--- src/rtl/simulation_result_stream_sink.sv ---
`default_nettype none
// ============================================================================
//  Module   : simulation_result_stream_sink
//  Purpose  : Receiving end of the accelerator's outbound DMA-write stream.
//             Arms on DMA_write_valid and accepts exactly expect_num beats.
//             Every accepted beat is folded into a 32-bit rotating checksum.
//             The block flags completion (done / done_flag) or a stall
//             timeout (error).
//  Ports    : clk, rst (async, active-low)
//             DMA_write_valid, expect_num      - start request / beat count
//             S_Data, S_Valid, S_Ready         - inbound stream
//             beat_cnt, checksum               - progress and signature
//             busy, done, done_flag, error     - status
//  Option   : SIM_SINK_STALL_INJECT_EN - when defined, an LFSR deasserts
//             S_Ready on roughly 25% of RECV cycles.
//  Revision : 1.0 - initial release
// ============================================================================
module simulation_result_stream_sink #(
  parameter int          DATA_WIDTH     = 256,
  parameter int          CNT_WIDTH      = 21,
  parameter int          TIMEOUT_CYCLES = 4096,
  parameter logic [15:0] LFSR_SEED      = 16'hACE1
) (
  input  logic                  clk,
  input  logic                  rst,
  input  logic                  DMA_write_valid,
  input  logic [CNT_WIDTH-1:0]  expect_num,
  input  logic [DATA_WIDTH-1:0] S_Data,
  input  logic                  S_Valid,
  output logic                  S_Ready,
  output logic [CNT_WIDTH-1:0]  beat_cnt,
  output logic [31:0]           checksum,
  output logic                  busy,
  output logic                  done,
  output logic                  done_flag,
  output logic                  error
);

  localparam int N_WORDS = DATA_WIDTH / 32;
  localparam int TMO_W   = (TIMEOUT_CYCLES > 2) ? $clog2(TIMEOUT_CYCLES) : 1;
  localparam logic [TMO_W-1:0] TMO_LAST = TMO_W'(TIMEOUT_CYCLES - 1);

  typedef enum logic [1:0] {
    IDLE = 2'd0,
    RECV = 2'd1,
    DONE = 2'd2,
    ERR  = 2'd3
  } state_t;

  state_t                 state_q, state_d;
  logic [CNT_WIDTH-1:0]   expect_q, expect_d;
  logic [CNT_WIDTH-1:0]   beat_cnt_q, beat_cnt_d;
  logic [31:0]            checksum_q, checksum_d;
  logic [TMO_W-1:0]       tmo_q, tmo_d;
  logic                   done_q, done_d;
  logic                   done_flag_q, done_flag_d;
  logic                   error_q, error_d;
  logic                   busy_q, busy_d;

  logic                   stall;
  logic                   accept;
  logic                   start;
  logic [31:0]            fold;

  // --------------------------------------------------------------------------
  // Ready-throttling source
  // --------------------------------------------------------------------------
`ifdef SIM_SINK_STALL_INJECT_EN
  logic [15:0] lfsr_q, lfsr_d;
  logic        lfsr_fb;

  // Fibonacci taps 16,14,13,11 (bit indices 15,13,12,10)
  always_comb begin
    lfsr_fb = lfsr_q[15] ^ lfsr_q[13] ^ lfsr_q[12] ^ lfsr_q[10];
    lfsr_d  = lfsr_q;
    if (state_q == RECV) begin
      lfsr_d = {lfsr_q[14:0], lfsr_fb};
    end
  end

  always_ff @(posedge clk or negedge rst) begin
    if (!rst) begin
      lfsr_q <= LFSR_SEED;
    end else begin
      lfsr_q <= lfsr_d;
    end
  end

  assign stall = (lfsr_q[1:0] == 2'b00);
`else
  logic seed_unused;
  assign seed_unused = ^LFSR_SEED;
  assign stall       = 1'b0;
`endif

  // --------------------------------------------------------------------------
  // Word fold: XOR of all 32-bit lanes of the current beat
  // --------------------------------------------------------------------------
  always_comb begin
    fold = 32'd0;
    for (int i = 0; i < N_WORDS; i++) begin
      fold = fold ^ S_Data[32*i +: 32];
    end
  end

  assign S_Ready = (state_q == RECV) & ~stall;
  assign accept  = S_Valid & S_Ready;
  // Start requests are only honoured outside RECV.
  assign start   = DMA_write_valid & (state_q != RECV);

  // --------------------------------------------------------------------------
  // Next-state and datapath
  // --------------------------------------------------------------------------
  always_comb begin
    state_d     = state_q;
    expect_d    = expect_q;
    beat_cnt_d  = beat_cnt_q;
    checksum_d  = checksum_q;
    tmo_d       = tmo_q;
    done_flag_d = done_flag_q;
    error_d     = error_q;

    case (state_q)
      RECV: begin
        if (accept) begin
          beat_cnt_d = beat_cnt_q + CNT_WIDTH'(1);
          checksum_d = {checksum_q[30:0], checksum_q[31]} ^ fold;
          tmo_d      = '0;
          if ((beat_cnt_q + CNT_WIDTH'(1)) == expect_q) begin
            state_d     = DONE;
            done_flag_d = 1'b1;
          end
        end else if (tmo_q == TMO_LAST) begin
          // An accept on this same edge would have taken the branch above.
          state_d = ERR;
          error_d = 1'b1;
        end else begin
          tmo_d = tmo_q + TMO_W'(1);
        end
      end
      default: begin
        if (start) begin
          expect_d    = expect_num;
          beat_cnt_d  = '0;
          checksum_d  = '0;
          tmo_d       = '0;
          error_d     = 1'b0;
          done_flag_d = 1'b0;
          if (expect_num == '0) begin
            // Nothing to receive: complete immediately.
            state_d     = DONE;
            done_flag_d = 1'b1;
          end else begin
            state_d = RECV;
          end
        end
      end
    endcase

    // done marks the first cycle of each DONE visit, including a zero-length
    // restart issued while already sitting in DONE.
    done_d = (state_d == DONE) && ((state_q != DONE) || start);
    busy_d = (state_d == RECV);
  end

  always_ff @(posedge clk or negedge rst) begin
    if (!rst) begin
      state_q     <= IDLE;
      expect_q    <= '0;
      beat_cnt_q  <= '0;
      checksum_q  <= '0;
      tmo_q       <= '0;
      done_q      <= 1'b0;
      done_flag_q <= 1'b0;
      error_q     <= 1'b0;
      busy_q      <= 1'b0;
    end else begin
      state_q     <= state_d;
      expect_q    <= expect_d;
      beat_cnt_q  <= beat_cnt_d;
      checksum_q  <= checksum_d;
      tmo_q       <= tmo_d;
      done_q      <= done_d;
      done_flag_q <= done_flag_d;
      error_q     <= error_d;
      busy_q      <= busy_d;
    end
  end

  assign beat_cnt  = beat_cnt_q;
  assign checksum  = checksum_q;
  assign busy      = busy_q;
  assign done      = done_q;
  assign done_flag = done_flag_q;
  assign error     = error_q;

endmodule
`default_nettype wire

--- config.mk ---
export PLATFORM = sky130hd
export DESIGN_NAME = simulation_result_stream_sink
export DESIGN_NICKNAME = d
export VERILOG_FILES = /design/src/rtl/simulation_result_stream_sink.sv
export SDC_FILE = /design/constraint.sdc
export NUM_CORES = 1
export LEC_CHECK = 0
export BUFFER_PORTS_ARGS = -buffer_cell sky130_fd_sc_hd__buf_4
export CORE_AREA = 2 2 131 133
export DETAILED_ROUTE_END_ITERATION = 10
export DIE_AREA = 0 0 133 135
export PLACE_DENSITY = 0.7
export SYNTH_ARGS = -nofsm -noshare
export SYNTH_HDL_FRONTEND = slang
export SYNTH_SLANG_ARGS = --single-unit
--- constraint.sdc ---
create_clock -name clk -period 3.2 [get_ports clk]
set_input_delay 0.48 -clock clk [delete_from_list [all_inputs] [get_ports clk]]
set_output_delay 0.48 -clock clk [all_outputs]
set_load 0.02 [all_outputs]
Yosys cells after proc, flatten, opt, wreduce, memory -nomap -nowiden
Index checks and enable logic that the tools add are counted.

cells by class
  $add $sub $neg = 2
  bitwise gates (word level) = 11
  reductions and logical operators = 9
  mux-type cells = 25
  equal/unequal tests = 12

operators with widths
  cell                                                                      count
  32-bit XOR                                                                8
  32-bit 2-to-1 mux                                                         3
  21-bit 2-to-1 mux                                                         3
  12-bit 2-to-1 mux                                                         4
  21-bit by 1-bit adder with 21-bit output (second input constant)          1
  21-bit == test                                                            1
  21-bit logical NOT                                                        1
  12-bit by 1-bit adder with 12-bit output (second input constant)          1
  12-bit == test (second input constant)                                    1
  2-bit 2-to-1 mux                                                          6
  1-bit 2-to-1 mux                                                          9
  2-bit by 1-bit inequality test with 1-bit output (second input constant)  4
  2-bit AND reduction                                                       3
  3-bit AND reduction                                                       2
  2-bit by 1-bit == test with 1-bit output (second input constant)          2
  2-bit inequality test (second input constant)                             2
  3-bit inequality test (second input constant)                             1
  1-bit AND                                                                 2
  2-bit == test (second input constant)                                     1
  2-bit nonzero test                                                        1
  1-bit logical AND                                                         1
  1-bit logical OR                                                          1
  1-bit inverter                                                            1

storage, ports and cells
  output and inout port bits = 58
  flip-flop bits (word level) = 92
  bits of input ports = 281
  logic and storage cells = 68

Depth between registers and ports, before layout
  word-level depth = 10
  gate-level depth with buffers = 9
  depth with buffers taken out = 8

Worst setup path before layout
No wires, ideal clock.

  path kind = reg2reg
  start = register beat_cnt_q[2] (netlist: beat_cnt[2])
  end = register state_q[1]
  buffers on the path = 2
  arrival = 2.530 ns
  clock period less this slack = 2.654 ns
  required time = 3.076 ns
  library setup time = 0.124 ns
  slack = 0.546 ns
  stages on the path, launching flop included = 10
  path through = dfrtp_1 -> buf_4 -> nand3_1 -> or4_1 -> buf_2 -> or3_1 -> a31oi_1 -> nand2_1 -> a41o_2 -> a211o_1

between the ends
  cells in the longest elaborated chain, start to end = 5

RTL lines
  what                                      line  RTL
  start, declared                           52    logic [CNT_WIDTH-1:0] beat_cnt_q, beat_cnt_d;
  start signal, assigned                    180   beat_cnt_q <= beat_cnt_d;
  21-bit by 1-bit adder with 21-bit output  129   if ((beat_cnt_q + CNT_WIDTH'(1)) == expect_q) begin
  21-bit == test                            129
  2-bit 2-to-1 mux                          129
  2-bit 2-to-1 mux                          125   if (accept) begin
  2-bit 2-to-1 mux                          123   case (state_q)
  net state_d[1]                            50    state_t state_q, state_d;
  end signal, assigned                      178   state_q <= state_d;
  end, declared                             50

The timed path passes the listed nets, and every way through them passes these cells.
A chain may end at the register's enable or synchronous reset.

Final worst setup path
Ends and elaborated chain as after synthesis.

==> metrics.md <==
| Metric | Value |
|---|---|
| Peak supply drop | `296 uV` |
| Path type of the worst min-delay path | `primary input to asynchronous set/reset pin` |
| GRT Total Usage | `22.8%` |
| Hold Vio Cnt, Final | `0` |
| Setup crit end kind | `flop` |
| Antenna fix cells | `0` |
| R2R depth | `7` |
| Nets | `1335` |
| Rows | `47` |
| Reg-to-reg slack, setup | `0.30 ns` |
| Latest clock arrival within the worst-skew pair | `0.34 ns` |
| Starting DRT DRC Count | `299` |
| Synth Cell Area | `6760 um^2` |
| Synth Area per Inst | `9.40 um^2` |
| TritonCTS buffer count | `9` |
| Actual slew at the worst max-slew pin | `0.818 ns` |
| Max_cap viols | `0` |
| Internal cell power | `0.00363 W` |
| Die W | `133 um` |
| Synthesized flop and latch total | `92` |
| Area leader, netlist | `dfrtp_1` |
| Initial antenna violation count | `0` |
| Synthesized Nets | `1002` |
| Largest net degree at the start of global routing | `55` |
| Full die area | `18000 um^2` |
| Worst path arrival time | `3.13 ns` |
| Number of synthesis warnings | `0` |
| Grt total ovfl | `0` |
| WS Path Type | `flop to flop` |
| Die span in y | `135 um` |
| Syn-to-layout area delta | `46.0%` |
| Drt first pass iters | `5` |
| Post-synth top area share | `34.0%` |
| Pwr dens | `574 nW/um^2` |
| Unique masters post-synth | `48` |
| Share of post-route cells with drive strength above 1 | `36.8%` |
| # IOs | `339` |
| Comb pwr share | `49.0%` |
| Per-cell routed wire length | `16.1 um` |
| RSZ-0062 raised after global routing | `no` |
| Commonest non-fill, non-tap cell in the layout | `buf_4` |
| H-Tree Depth | `3` |
| Post-DP HPWL | `17300 um` |
| Setup TNS | `0 ns` |
| Async SR Flop Fraction | `100%` |
| Post-CTS sizing | `0` |
| Worst-path fanout max | `10` |
| CTS hold repair buffers | `0` |
| First-pass GRT wire length | `31700 um` |
| Clock sink count | `92` |
| Post-Route WL | `20500 um` |
| Min cycle time layout | `2.90 ns` |
| Reg2reg end | `state_q[1]$_DFF_PN0_` |
| Number of global-route vias before repair | `6024` |
| PortBufs | `338` |
| Leak | `4.32 nW` |
| Post-route DRC | `0` |
| CP Launch Type | `flop` |
| Main flop type after synthesis | `dfrtp_1` |
| Switching Share | `35.9%` |
| Clock power frac | `20.2%` |
| Slew margin rel. | `44.9%` |
| Most frequent cells in the layout | `347 x buf_4, 245 x xnor2_1, 92 x dfrtp_1` |
| Final GP Congestion | `0.871` |
| Power consumption | `0.00566 W` |
| Reg clk slew, reported paths | `0.06 ns` |
| FILL cells | `1492` |
| FMAX | `345 MHz` |
| Status | `finished clean` |
| Period utilization | `90.6%` |
| CTS root buffer | `clkbuf_16` |
| Synth Instances | `719` |
| Max Slew Vio Count | `0` |
| Post-route ant nets | `0` |
| Initial Util | `41.2%` |
| Post-synth EDFFs | `0` |
| Post-CTS Setup Bufs | `0` |
| Vias per std cell | `4.82` |
| Area contributors post-synth | `dfrtp_1 34%, xnor2_1 32%, xor2_1 6.2%` |
| Sw Pwr | `0.00203 W` |
| Sequential-to-total area share from yosys stat | `34.0%` |
| Vias | `6160` |
| Crit Reg-Reg Startpoint | `beat_cnt[2]$_DFFE_PN0P_` |
| Required time of the critical path | `3.43 ns` |
| CTS max path bufs | `2` |
| Final setup fails | `0` |
| Core area | `16400 um^2` |
| Seq pwr share | `30.8%` |
| CTS tree | `yes` |
| Post-route clock skew | `0.00372 ns` |
## sequential cells by signal, indices dropped and copies added (netlist names)
signal and cells:
tmo_q 12, state_q 2, checksum 32, done 1, expect_q 21, error 1
beat_cnt 21, busy 1, done_flag 1
## stage by stage
stage | hold WS (ns) | cells | worst slack [ns] | util, % | instance area, um^2
finish | 0.142 | 1277 | 0.301 | 60.2 | 9870
detailed placement | 0.495 | 1261 | 0.350 | 58.2 | 9550
global route | 0.189 | 1277 | 0.108 | 60.2 | 9870
global placement | 0.466 | 1261 | 0.422 | 58.2 | 9550
floorplan | 0.184 | 719 | 0.546 | - | 6760
CTS | 0.156 | 1277 | 0.336 | 60.2 | 9870
## cells in the mapped netlist (9+ instances only)
library cell    n
nand2_1        69
xnor2_1       245
xor2_1         48
o21ai_0        66
mux2_2         22
nand3_1        15
dfrtp_1        92
inv_1           9
a21oi_1        10
nor4_1         10
clkbuf_1       20
nor2_1         29
## worst max path at each step
stage / from / end / slack, ns / cells after the start
3_5_place_dp: beat_cnt[0]$_DFFE_PN0P_ / state_q[1]$_DFF_PN0_ / 0.35 / 8
6_report: beat_cnt[2]$_DFFE_PN0P_ / state_q[1]$_DFF_PN0_ / 0.30 / 7
5_1_grt: beat_cnt[0]$_DFFE_PN0P_ / state_q[1]$_DFF_PN0_ / 0.11 / 8
3_3_place_gp: beat_cnt[0]$_DFFE_PN0P_ / state_q[1]$_DFF_PN0_ / 0.42 / 8
4_1_cts: beat_cnt[0]$_DFFE_PN0P_ / state_q[1]$_DFF_PN0_ / 0.34 / 8
2_1_floorplan: beat_cnt[2]$_DFFE_PN0P_ / state_q[1]$_DFF_PN0_ / 0.55 / 9
## layer usage
metal / routed length, um / GRT usage (%)
met3: 939 / 3.79
met4: 483 / 8.12
met1: 8320 / 27.4
met2: 10800 / 41.2
met5: 0 / 0
## cell type report
| type | instances | area, um^2 | share of cell area, % |
|---|---|---|---|
| clock buffer | 12 | 246 | 2.50 |
| clock inverter | 4 | 72.6 | 0.735 |
| inverter | 9 | 33.8 | 0.342 |
| multi-input combinational | 593 | 4330 | 43.9 |
| sequential | 92 | 2300 | 23.3 |
| tap | 220 | 275 | 2.79 |
| timing repair buffer | 347 | 2610 | 26.4 |
## power by group through the flow
stage               clock network, W  logic [W]  registers, W
floorplan                          0    0.00159       0.00195
global placement                   0    0.00276       0.00176
detailed placement                 0    0.00281       0.00176
CTS                          0.00117    0.00281       0.00175
global route                 0.00123    0.00301       0.00179
finish                       0.00114    0.00277       0.00175
## worst max-delay path, cell delays in order (launching register included)
cell     delay, ns
dfrtp_1       0.52
nand3_1       0.30
or4_1         0.71
or3_1         0.36
a31oi_1       0.19
nand2_1       0.10
a41o_2        0.31
a211o_1       0.28
## logic make-up (layout without fill, tap and decap cells)
group	after synthesis	count (layout)	share of synthesized area (%)
muxes	24	24	3.96
AOI/OAI and AO/OA	106	106	9.23
and+or+nand+nor	168	168	12.4
adders and majority gates	2	2	0.370
DFF	92	92	34.0
xor gates and xnor gates	293	293	38.0
buffers and inverters	34	372	2.02
No activity file was read; power rests on OpenSTA's default activity.
